**config.mk**
```make
export PLATFORM = sky130hd
export DESIGN_NAME = i2s_master_tx
export DESIGN_NICKNAME = d
export VERILOG_FILES = /design/src/rtl/i2s_pkg.sv /design/src/rtl/i2s_sclk_gen.sv /design/src/rtl/i2s_master_tx.sv
export SDC_FILE = /design/constraint.sdc
export NUM_CORES = 1
export LEC_CHECK = 0
export BUFFER_PORTS_ARGS = -buffer_cell sky130_fd_sc_hd__buf_2
export CORE_ASPECT_RATIO = 0.7
export CORE_MARGIN = 3
export CORE_UTILIZATION = 30
export CTS_BUF_LIST = sky130_fd_sc_hd__clkbuf_16
export CTS_CLUSTER_SIZE = 10
export DETAILED_ROUTE_END_ITERATION = 10
export PLACE_DENSITY = 0.47
export SLEW_MARGIN = 10
export SYNTH_ARGS = -nofsm -noshare
export SYNTH_HDL_FRONTEND = slang
export SYNTH_SLANG_ARGS = --single-unit
```
**constraint.sdc**
```tcl
create_clock -name clk -period 5.31 [get_ports clk]
set_input_delay 0.2655 -clock clk [delete_from_list [all_inputs] [get_ports clk]]
set_output_delay 0.2655 -clock clk [all_outputs]
set_load 0.02 [all_outputs]
```
**src/rtl/i2s_pkg.sv**
```systemverilog
// Shared constants, types and slot decoding for the I2S master transmitter.
// A frame is 64 bit clocks: two 32-bit slots, 24 data bits MSB-first plus 8 pad bits each.
package i2s_pkg;

    localparam int SMPL_BITS  = 24;
    localparam int SLOT_BITS  = 32;
    localparam int FRAME_BITS = 64;

    typedef enum logic [1:0] {
        LFT_DATA,
        LFT_PAD,
        RGHT_DATA,
        RGHT_PAD
    } slot_state_t;

    typedef logic [SMPL_BITS-1:0] smpl_t;

    // Slot is the top bit of the frame position; pad covers slot positions 24..31.
    function automatic slot_state_t slot_of(input logic [5:0] b);
        logic pad;
        pad = (b[4:0] >= 5'(SMPL_BITS));
        case ({b[5], pad})
            2'b00:   slot_of = LFT_DATA;
            2'b01:   slot_of = LFT_PAD;
            2'b10:   slot_of = RGHT_DATA;
            default: slot_of = RGHT_PAD;
        endcase
    endfunction

endpackage

```
**src/rtl/i2s_sclk_gen.sv**
```systemverilog
// Bit-clock divider: registered I2S_sclk (low for the first half of the count, high for the second)
// plus a one-clk fall_evt strobe on the cycle whose edge wraps the divider and drops sclk.
module i2s_sclk_gen #(
    parameter int SCLK_DIV = 32
) (
    input  logic clk,
    input  logic rst_n,
    output logic I2S_sclk,
    output logic fall_evt
);

    localparam int CW = $clog2(SCLK_DIV);
    localparam logic [CW-1:0] LAST_CNT = CW'(SCLK_DIV - 1);
    localparam logic [CW-1:0] PRE_RISE = CW'(SCLK_DIV / 2 - 1);

    logic [CW-1:0] div_cnt_q, div_cnt_d;
    logic          sclk_q, sclk_d;

    always_comb begin
        fall_evt  = (div_cnt_q == LAST_CNT);
        div_cnt_d = div_cnt_q + CW'(1);
        sclk_d    = sclk_q;
        if (fall_evt) begin
            div_cnt_d = '0;
            sclk_d    = 1'b0;
        end else if (div_cnt_q == PRE_RISE) begin
            // sclk goes high together with div_cnt reaching SCLK_DIV/2
            sclk_d = 1'b1;
        end
    end

    always_ff @(posedge clk or negedge rst_n) begin
        if (!rst_n) begin
            div_cnt_q <= '0;
            sclk_q    <= 1'b0;
        end else begin
            div_cnt_q <= div_cnt_d;
            sclk_q    <= sclk_d;
        end
    end

    assign I2S_sclk = sclk_q;

endmodule

```
**src/rtl/i2s_master_tx.sv**
```systemverilog
// I2S master transmitter: Philips format, 24-bit samples in 32-bit slots, one-deep shadow buffer.
// Optional I2S_TX_MUTE_ON_UNDERRUN_EN: an underrun sends a zero frame instead of repeating the last one.
module i2s_master_tx
    import i2s_pkg::*;
#(
    parameter int SCLK_DIV = 32
) (
    input  logic        clk,
    input  logic        rst_n,
    input  logic [23:0] lft_chnnl,
    input  logic [23:0] rght_chnnl,
    input  logic        wrt_smpl,
    output logic        smpl_rdy,
    output logic        I2S_sclk,
    output logic        I2S_ws,
    output logic        I2S_data,
    output logic        underrun
);

    localparam int BW = $clog2(FRAME_BITS);

    logic          fall_evt;
    logic          frame_start;
    logic [BW-1:0] b;
    logic [4:0]    pos;
    logic [4:0]    bit_idx;

    logic [BW-1:0] bit_cnt_q, bit_cnt_d;
    slot_state_t   state_q, state_d;
    logic          full_q, full_d;
    smpl_t         shd_l_q, shd_l_d, shd_r_q, shd_r_d;
    smpl_t         sh_l_q, sh_l_d, sh_r_q, sh_r_d;
    logic          ws_q, ws_d;
    logic          data_q, data_d;
    logic          underrun_q, underrun_d;

    i2s_sclk_gen #(.SCLK_DIV(SCLK_DIV)) u_sclk_gen (
        .clk      (clk),
        .rst_n    (rst_n),
        .I2S_sclk (I2S_sclk),
        .fall_evt (fall_evt)
    );

    always_comb begin
        b           = bit_cnt_q + BW'(1);
        pos         = b[4:0];
        bit_idx     = 5'(SMPL_BITS - 1) - pos;
        frame_start = fall_evt && (b == '0);

        bit_cnt_d  = bit_cnt_q;
        state_d    = state_q;
        full_d     = full_q;
        shd_l_d    = shd_l_q;
        shd_r_d    = shd_r_q;
        sh_l_d     = sh_l_q;
        sh_r_d     = sh_r_q;
        ws_d       = ws_q;
        data_d     = data_q;
        underrun_d = 1'b0;

        if (frame_start) begin
            if (full_q) begin
                sh_l_d = shd_l_q;
                sh_r_d = shd_r_q;
                full_d = 1'b0;
            end else begin
                underrun_d = 1'b1;
`ifdef I2S_TX_MUTE_ON_UNDERRUN_EN
                sh_l_d = '0;
                sh_r_d = '0;
`endif
            end
        end

        // Acceptance looks at the pre-load shadow state: no bypass into the frame being loaded.
        if (wrt_smpl && !full_q) begin
            shd_l_d = lft_chnnl;
            shd_r_d = rght_chnnl;
            full_d  = 1'b1;
        end

        if (fall_evt) begin
            bit_cnt_d = b;
            state_d   = slot_of(b);
            // WS leads the slot by one bit: high for b = 31..62.
            ws_d      = (b >= BW'(SLOT_BITS - 1)) && (b != BW'(FRAME_BITS - 1));
            case (state_d)
                LFT_DATA:  data_d = sh_l_d[bit_idx];
                RGHT_DATA: data_d = sh_r_d[bit_idx];
                default:   data_d = 1'b0;
            endcase
        end
    end

    always_ff @(posedge clk or negedge rst_n) begin
        if (!rst_n) begin
            bit_cnt_q  <= BW'(FRAME_BITS - 1);
            state_q    <= RGHT_PAD;
            full_q     <= 1'b0;
            shd_l_q    <= '0;
            shd_r_q    <= '0;
            sh_l_q     <= '0;
            sh_r_q     <= '0;
            ws_q       <= 1'b0;
            data_q     <= 1'b0;
            underrun_q <= 1'b0;
        end else begin
            bit_cnt_q  <= bit_cnt_d;
            state_q    <= state_d;
            full_q     <= full_d;
            shd_l_q    <= shd_l_d;
            shd_r_q    <= shd_r_d;
            sh_l_q     <= sh_l_d;
            sh_r_q     <= sh_r_d;
            ws_q       <= ws_d;
            data_q     <= data_d;
            underrun_q <= underrun_d;
        end
    end

    assign smpl_rdy = ~full_q;
    assign I2S_ws   = ws_q;
    assign I2S_data = data_q;
    assign underrun = underrun_q;

endmodule
```
Word-level counts from Yosys, hierarchy flattened
Index checks and enable logic that the tools add are counted.
Operators by class
  $add $sub $neg: 3
  $mul: 0
  divide/modulo/power cells: 0
  $lt $le $gt $ge: 3
  equal/unequal tests: 6
  shifts and indexed selects: 0
  multiplexer cells: 18
  bitwise logic cells: 1
  reduce and logical (&&, ||, !) cells: 9
Operators by type and width (number)
  24-bit two-way mux: 4
  1-bit binary-select mux with 5-bit select: 2
  1-bit two-way mux: 8
  6-bit by 1-bit adder with 6-bit output, second input constant: 1
  6-bit by 5-bit greater-or-equal comparator with 1-bit output, second input constant: 1
  6-bit zero test: 1
  5-bit by 6-bit < comparator with 1-bit output, second input constant: 1
  6-bit != test, second input constant: 1
  2-bit one-hot mux with 3 select lines: 1
  5-bit by 1-bit adder with 5-bit output, second input constant: 1
  5-bit by 4-bit equality test with 1-bit output, second input constant: 1
  5-bit equality test, second input constant: 1
  5-bit greater-or-equal comparator, second input constant: 1
  5-bit two-way mux: 1
  5-bit subtractor, first input constant: 1
  2-bit equality test, second input constant: 2
  2-bit zero test: 2
  2-bit nonzero test: 2
  1-bit logical AND: 3
  2-bit by 1-bit equality test with 1-bit output, second input constant: 1
  2-bit two-way mux: 1
  1-bit one-hot mux with 2 select lines: 1
  1-bit zero test: 1
  1-bit inverter: 1
Storage, ports and cells
  flip-flop bits (word level): 112
  latch bits: 0
  bits in writable memories: 0
  bits in read-only memories: 0
  input bits: 51
  output and inout port bits: 5
  memories: 0

Logic depth before layout (Yosys ltp)
  word-level depth: 7
  gate-level depth with buffers: 12

Modules after synthesis
From an unflattened synthesis, not the netlist that was laid out.
Second synthesis, totals
  cell total of the unflattened synthesis: 480
  area, all modules: 5298.8 um^2
By module, submodules not included
  i2s_master_tx: instances 1, cells each 457, area an instance 5012.3 um^2, seq. area each 2660.1 um^2
  i2s_sclk_gen: instances 1, cells each 23, area an instance 286.5 um^2, seq. area each 150.1 um^2

Least setup slack after synthesis
OpenSTA, ideal clock, no wires.
  path type: register -> register
  start: reg u_sclk_gen.div_cnt_q[0]
  end: reg data_q, in the netlist I2S_data
  library setup time: 0.137 ns
  arrival time: 3.166 ns
  required time: 5.173 ns
  setup slack: 2.007 ns
  cell stages (with the launch flop): 13
  period minus slack after synthesis: 3.303 ns
  cells stage by stage: dfrtp_1 ha_1 and3_1 ha_1 nand4_1 or3_1 a211oi_4 buf_12 mux4_2 nor3_1 nor3b_2 nor4b_1 nor4_1
Between the ends
  cells in the longest elaborated chain, start to end: 6
  elaborated cells on any way between the ends: 9
  classes of those cells: eq/ne: 1; mux: 7; reduce/logical: 1
RTL lines
  start, declared: line i2s_sclk_gen.sv:16  | logic [CW-1:0] div_cnt_q, div_cnt_d;
  start signal, assigned: line i2s_sclk_gen.sv:37  | div_cnt_q <= div_cnt_d;
  5-bit equality test (*): line i2s_sclk_gen.sv:20  | fall_evt = (div_cnt_q == LAST_CNT);
  1-bit logical AND: line i2s_master_tx.sv:48  | frame_start = fall_evt && (b == '0);
  24-bit two-way mux: line i2s_master_tx.sv:61  | if (frame_start) begin
  1-bit binary-select mux with 5-bit select, on equally long branches: line i2s_master_tx.sv:89, i2s_master_tx.sv:88
  1-bit two-way mux, on equally long branches: line i2s_master_tx.sv:89, i2s_master_tx.sv:88
  1-bit one-hot mux with 2 select lines: line i2s_master_tx.sv:87  | case (state_d)
  end signal, assigned: line i2s_master_tx.sv:116  | data_q <= data_d;
  end, declared: line i2s_master_tx.sv:34  | logic data_q, data_d;
Mark *: on every way between the ends. The rest lies on a longest branch, timed or not. The select of a mux whose other input is x is not followed.
A chain may end at the register's enable or synchronous reset.

Worst setup path after layout
  start: reg bit_cnt_q[0]
  end: reg data_q, in the netlist I2S_data
Between the ends
  cells in the longest elaborated chain, start to end: 7
  elaborated cells on any way between the ends: 19
  classes of those cells: add/sub: 2; order compare: 1; eq/ne: 3; mux: 9; reduce/logical: 4
RTL lines
  start, declared: line i2s_master_tx.sv:28  | logic [BW-1:0] bit_cnt_q, bit_cnt_d;
  start signal, assigned: line i2s_master_tx.sv:97  | bit_cnt_q <= BW'(FRAME_BITS - 1);
  start signal, assigned: line i2s_master_tx.sv:108  | bit_cnt_q <= bit_cnt_d;
  6-bit by 1-bit adder with 6-bit output (*): line i2s_master_tx.sv:45  | b = bit_cnt_q + BW'(1);
  5-bit greater-or-equal comparator / 6-bit zero test (equally long branches): line i2s_pkg.sv:21, i2s_master_tx.sv:48
  2-bit equality test (tied with other cells): line i2s_pkg.sv:22  | case ({b[5], pad})
  2-bit one-hot mux with 3 select lines / 24-bit two-way mux (equally long branches): line i2s_pkg.sv:22, i2s_master_tx.sv:61
  2-bit two-way mux (tied with other cells): line i2s_master_tx.sv:82  | if (fall_evt) begin
  2-bit equality test (tied with other cells): line i2s_master_tx.sv:87
  1-bit one-hot mux with 2 select lines (*): line i2s_master_tx.sv:87
Marked as above.

==> flow_summary.ini <==
[outcome]
status = finished, violations left
violations = hold timing

[die]
die_h_um = 116
start_util = 0.312
io_pins = 56
dieArea_um2 = 19000
die_w_um = 164
rows = 39
core_area_um2 = 16700

[synthesis]
synth_cell_types = 53
synth.most_common_cell = nand2_1
yosysSeqAreaShare = 0.539
synth_nets = 513
synthArstFlopShare = 1.00
synth_top_area_frac = 0.509
yosysWarnings = 0
synth-seq-cells = 112
synthCells = 455
synth_common_cells = nand2_1 (138), dfrtp_1 (106), mux2_2 (53)
synthFlopType = dfrtp_1
syn_area_um2 = 5210
avgSynthCellArea_um2 = 11.5
synth-edff-count = 0
synth_area_leaders = dfrtp_1 (51%), mux2_2 (11%), nand2_1 (9.9%), mux4_2 (3.5%), dfstp_2 (3.0%)
yosysTopAreaCell = dfrtp_1

[sta]
rsz0062_at_grt = no
tightest_slew_ns = 0.997
fin_skew_ns = 0.0112
min_period_over_period = 0.728
tns_ns = 0
period_minus_slack_ns = 3.87
max-slew-margin-rel = 0.335
holdWs_ns = -0.00124
max_freq_mhz = 259
setup_viol = 0
hold_violations = 1
slew_violations = 0

[cells_and_area]
final_util = 0.360
nNetsFinal = 561
drive_gt1_frac = 0.317
diodes = 0
area_delta_synth_final_pct = 15.1
finalNonFillerCells = 733

[placed_design]
dp.cells = 717
io_buffers = 55
detailed_place_hpwl_um = 7900
place.gp.congestion = 0.794

[drt]
drt_wl_total_um = 11200
drc = 0
viasPerCell = 4.64
vias = 3404
drt_pass1_iterations = 4
drt_iter0_drc = 146
drtAntennaViolNets = 0
wl_per_cell_um = 15.3

[global_routing]
antenna_found_initial = 0
grt_pass1_wl_um = 19000
grt_usage = 0.127
overflow = 0
grt_max_degree = 64
grt_pass1_vias = 3623

[worst_setup_path]
cp_slowest_stage_delay_ns = 0.72
crit_arrival_ns = 4.09
critPathKind = flip-flop to flip-flop
crit_path_start_kind = flip-flop
crit_fanout = 20
cp_slowest_cell = dfstp_2
crit_chain = ha_1 > and2_1 > a21oi_1 > or4_4 > a211oi_4 > buf_4 > mux4_1 > mux2i_1 > nor3_1 > a2111oi_0 > nor4_1
critPathCaptureType = flip-flop
worstPathRequired_ns = 5.53

[cts]
cts_tree = built
cts.htree.levels = 3
clkLatencyLatePin_ns = 0.35
cts_resized = 0
clock-sinks = 112
clock_path_buffers = 2
cts-hold-fix-buffers = 0
clk_pin_slew_ns = 0.08
cts_setup_buffers = 0
cts_buffers = 9
cts-root-buf = clkbuf_16

[power]
total_power_w = 0.00168
peakVddDrop_mv = 0.135
power_density_nw_per_um2 = 279
leakage_nw = 2.85

[min_path]
min_path_type = primary input to async pin

[flow_run]
drv_cap = 0
[path summary, 6_finish.rpt]
| path | startpoint | to | slack [ns] | depth (start not counted) |
|---|---|---|---|---|
| max | bit_cnt_q[0]$_DFFE_PN1N_ | I2S_data$_DFFE_PN0N_ | 1.44 | 11 |
| min | rst_n | shd_l_q[21]$_DFFE_PN0P_ | -0.001 | 1 |
| max reg2reg | bit_cnt_q[0]$_DFFE_PN1N_ | I2S_data$_DFFE_PN0N_ | 1.44 | 11 |
| min reg2reg | u_sclk_gen.div_cnt_q[0]$_DFF_PN0_ | u_sclk_gen.div_cnt_q[0]$_DFF_PN0_ | 0.46 | 1 |
| max in group asynchronous | rst_n | shd_r_q[22]$_DFFE_PN0P_ | 4.16 | 2 |
| min in group clk | rght_chnnl[11] | shd_r_q[11]$_DFFE_PN0P_ | 0.14 | 2 |
[metal layers]
metal | routed length, µm | part of all wire | global-route usage | vias up
met5 | 0 | 0 | 0 | -
met4 | 46 | 0.0041 | 0.0254 | 0
met3 | 527 | 0.047 | 0.0344 | 4
met2 | 4960 | 0.44 | 0.193 | 74
met1 | 5710 | 0.51 | 0.185 | 1684
li1 | - | - | - | 1642
[logic make-up (layout without fill, tap and decap cells)]
| group | Yosys count | in the layout | synth area share |
|---|---|---|---|
| AND/OR/NAND/NOR | 185 | 185 | 0.151 |
| flip-flops | 112 | 112 | 0.539 |
| multiplexers | 77 | 77 | 0.194 |
| buffers and inverters | 33 | 86 | 0.0314 |
| AO/OA/AOI/OAI | 27 | 27 | 0.0406 |
| XOR/XNOR | 14 | 14 | 0.0271 |
| adder cells (fa/ha/maj) | 7 | 7 | 0.0168 |
[area by class of cell]
type / instances / area (µm²)
clock buffers: 9 / 225
clock inverters: 7 / 70.1
fillers: 1677 / 10700
inverters: 6 / 22.5
multi-input cells: 310 / 2250
flip-flops and latches: 112 / 2810
well taps: 225 / 282
repair buffers: 64 / 345
[placed cells by master, fill, tap and decap left out, types with 3 or more instances in the layout]
cell type	n
a211oi_1	3
a21oi_1	3
buf_2	54
buf_4	10
clkbuf_16	9
dfrtp_1	106
dfstp_2	6
ha_1	7
inv_1	4
inv_6	4
mux2_2	53
mux2_4	5
mux2i_1	7
mux4_1	3
mux4_2	8
nand2_1	138
nand3_1	11
nand4_1	5
nor2_1	13
nor3_1	3
o21ai_0	4
xnor2_1	10
xor2_1	3
[registers in the layout, indices dropped and copies added (netlist names)]
signal,flops
u_sclk_gen.div_cnt_q,5
underrun,1
shd_l_q,24
sh_l_q,24
u_sclk_gen.I2S_sclk,1
shd_r_q,24
full_q,1
I2S_ws,1
sh_r_q,24
I2S_data,1
bit_cnt_q,6
[worst max-delay path: cells and delay by family (launching register included)]
kind	cells	cell delay, ns
adder cells (fa/ha/maj)	1	0.37
buffers and inverters	1	0.30
AND/OR/NAND/NOR	4	0.79
AO/OA/AOI/OAI	3	0.76
multiplexers	2	0.79
flip-flops	1	0.72
[power breakdown]
group | leakage (nW) | internal, W | total, W | switching [W]
Sequential | 1.45 | 0.000895 | 0.000928 | 0.0000333
Clock | 0.142 | 0.000333 | 0.000672 | 0.000339
Combinational | 1.26 | 0.0000452 | 0.0000760 | 0.0000308
Total | 2.85 | 0.00127 | 0.00168 | 0.000403
[stage by stage]
stage | setup WS [ns] | hold slack, ns | area [µm²]
CTS | 1.43 | 0.0437 | 6000
global route | 1.09 | 0.0828 | 6000
floorplan | 2.01 | -0.0301 | 5210
detailed placement | 1.44 | 0.423 | 5710
finish | 1.44 | -0.00124 | 6000
global placement | 1.50 | 0.414 | 5710
Power figures use the tool's default switching activity.
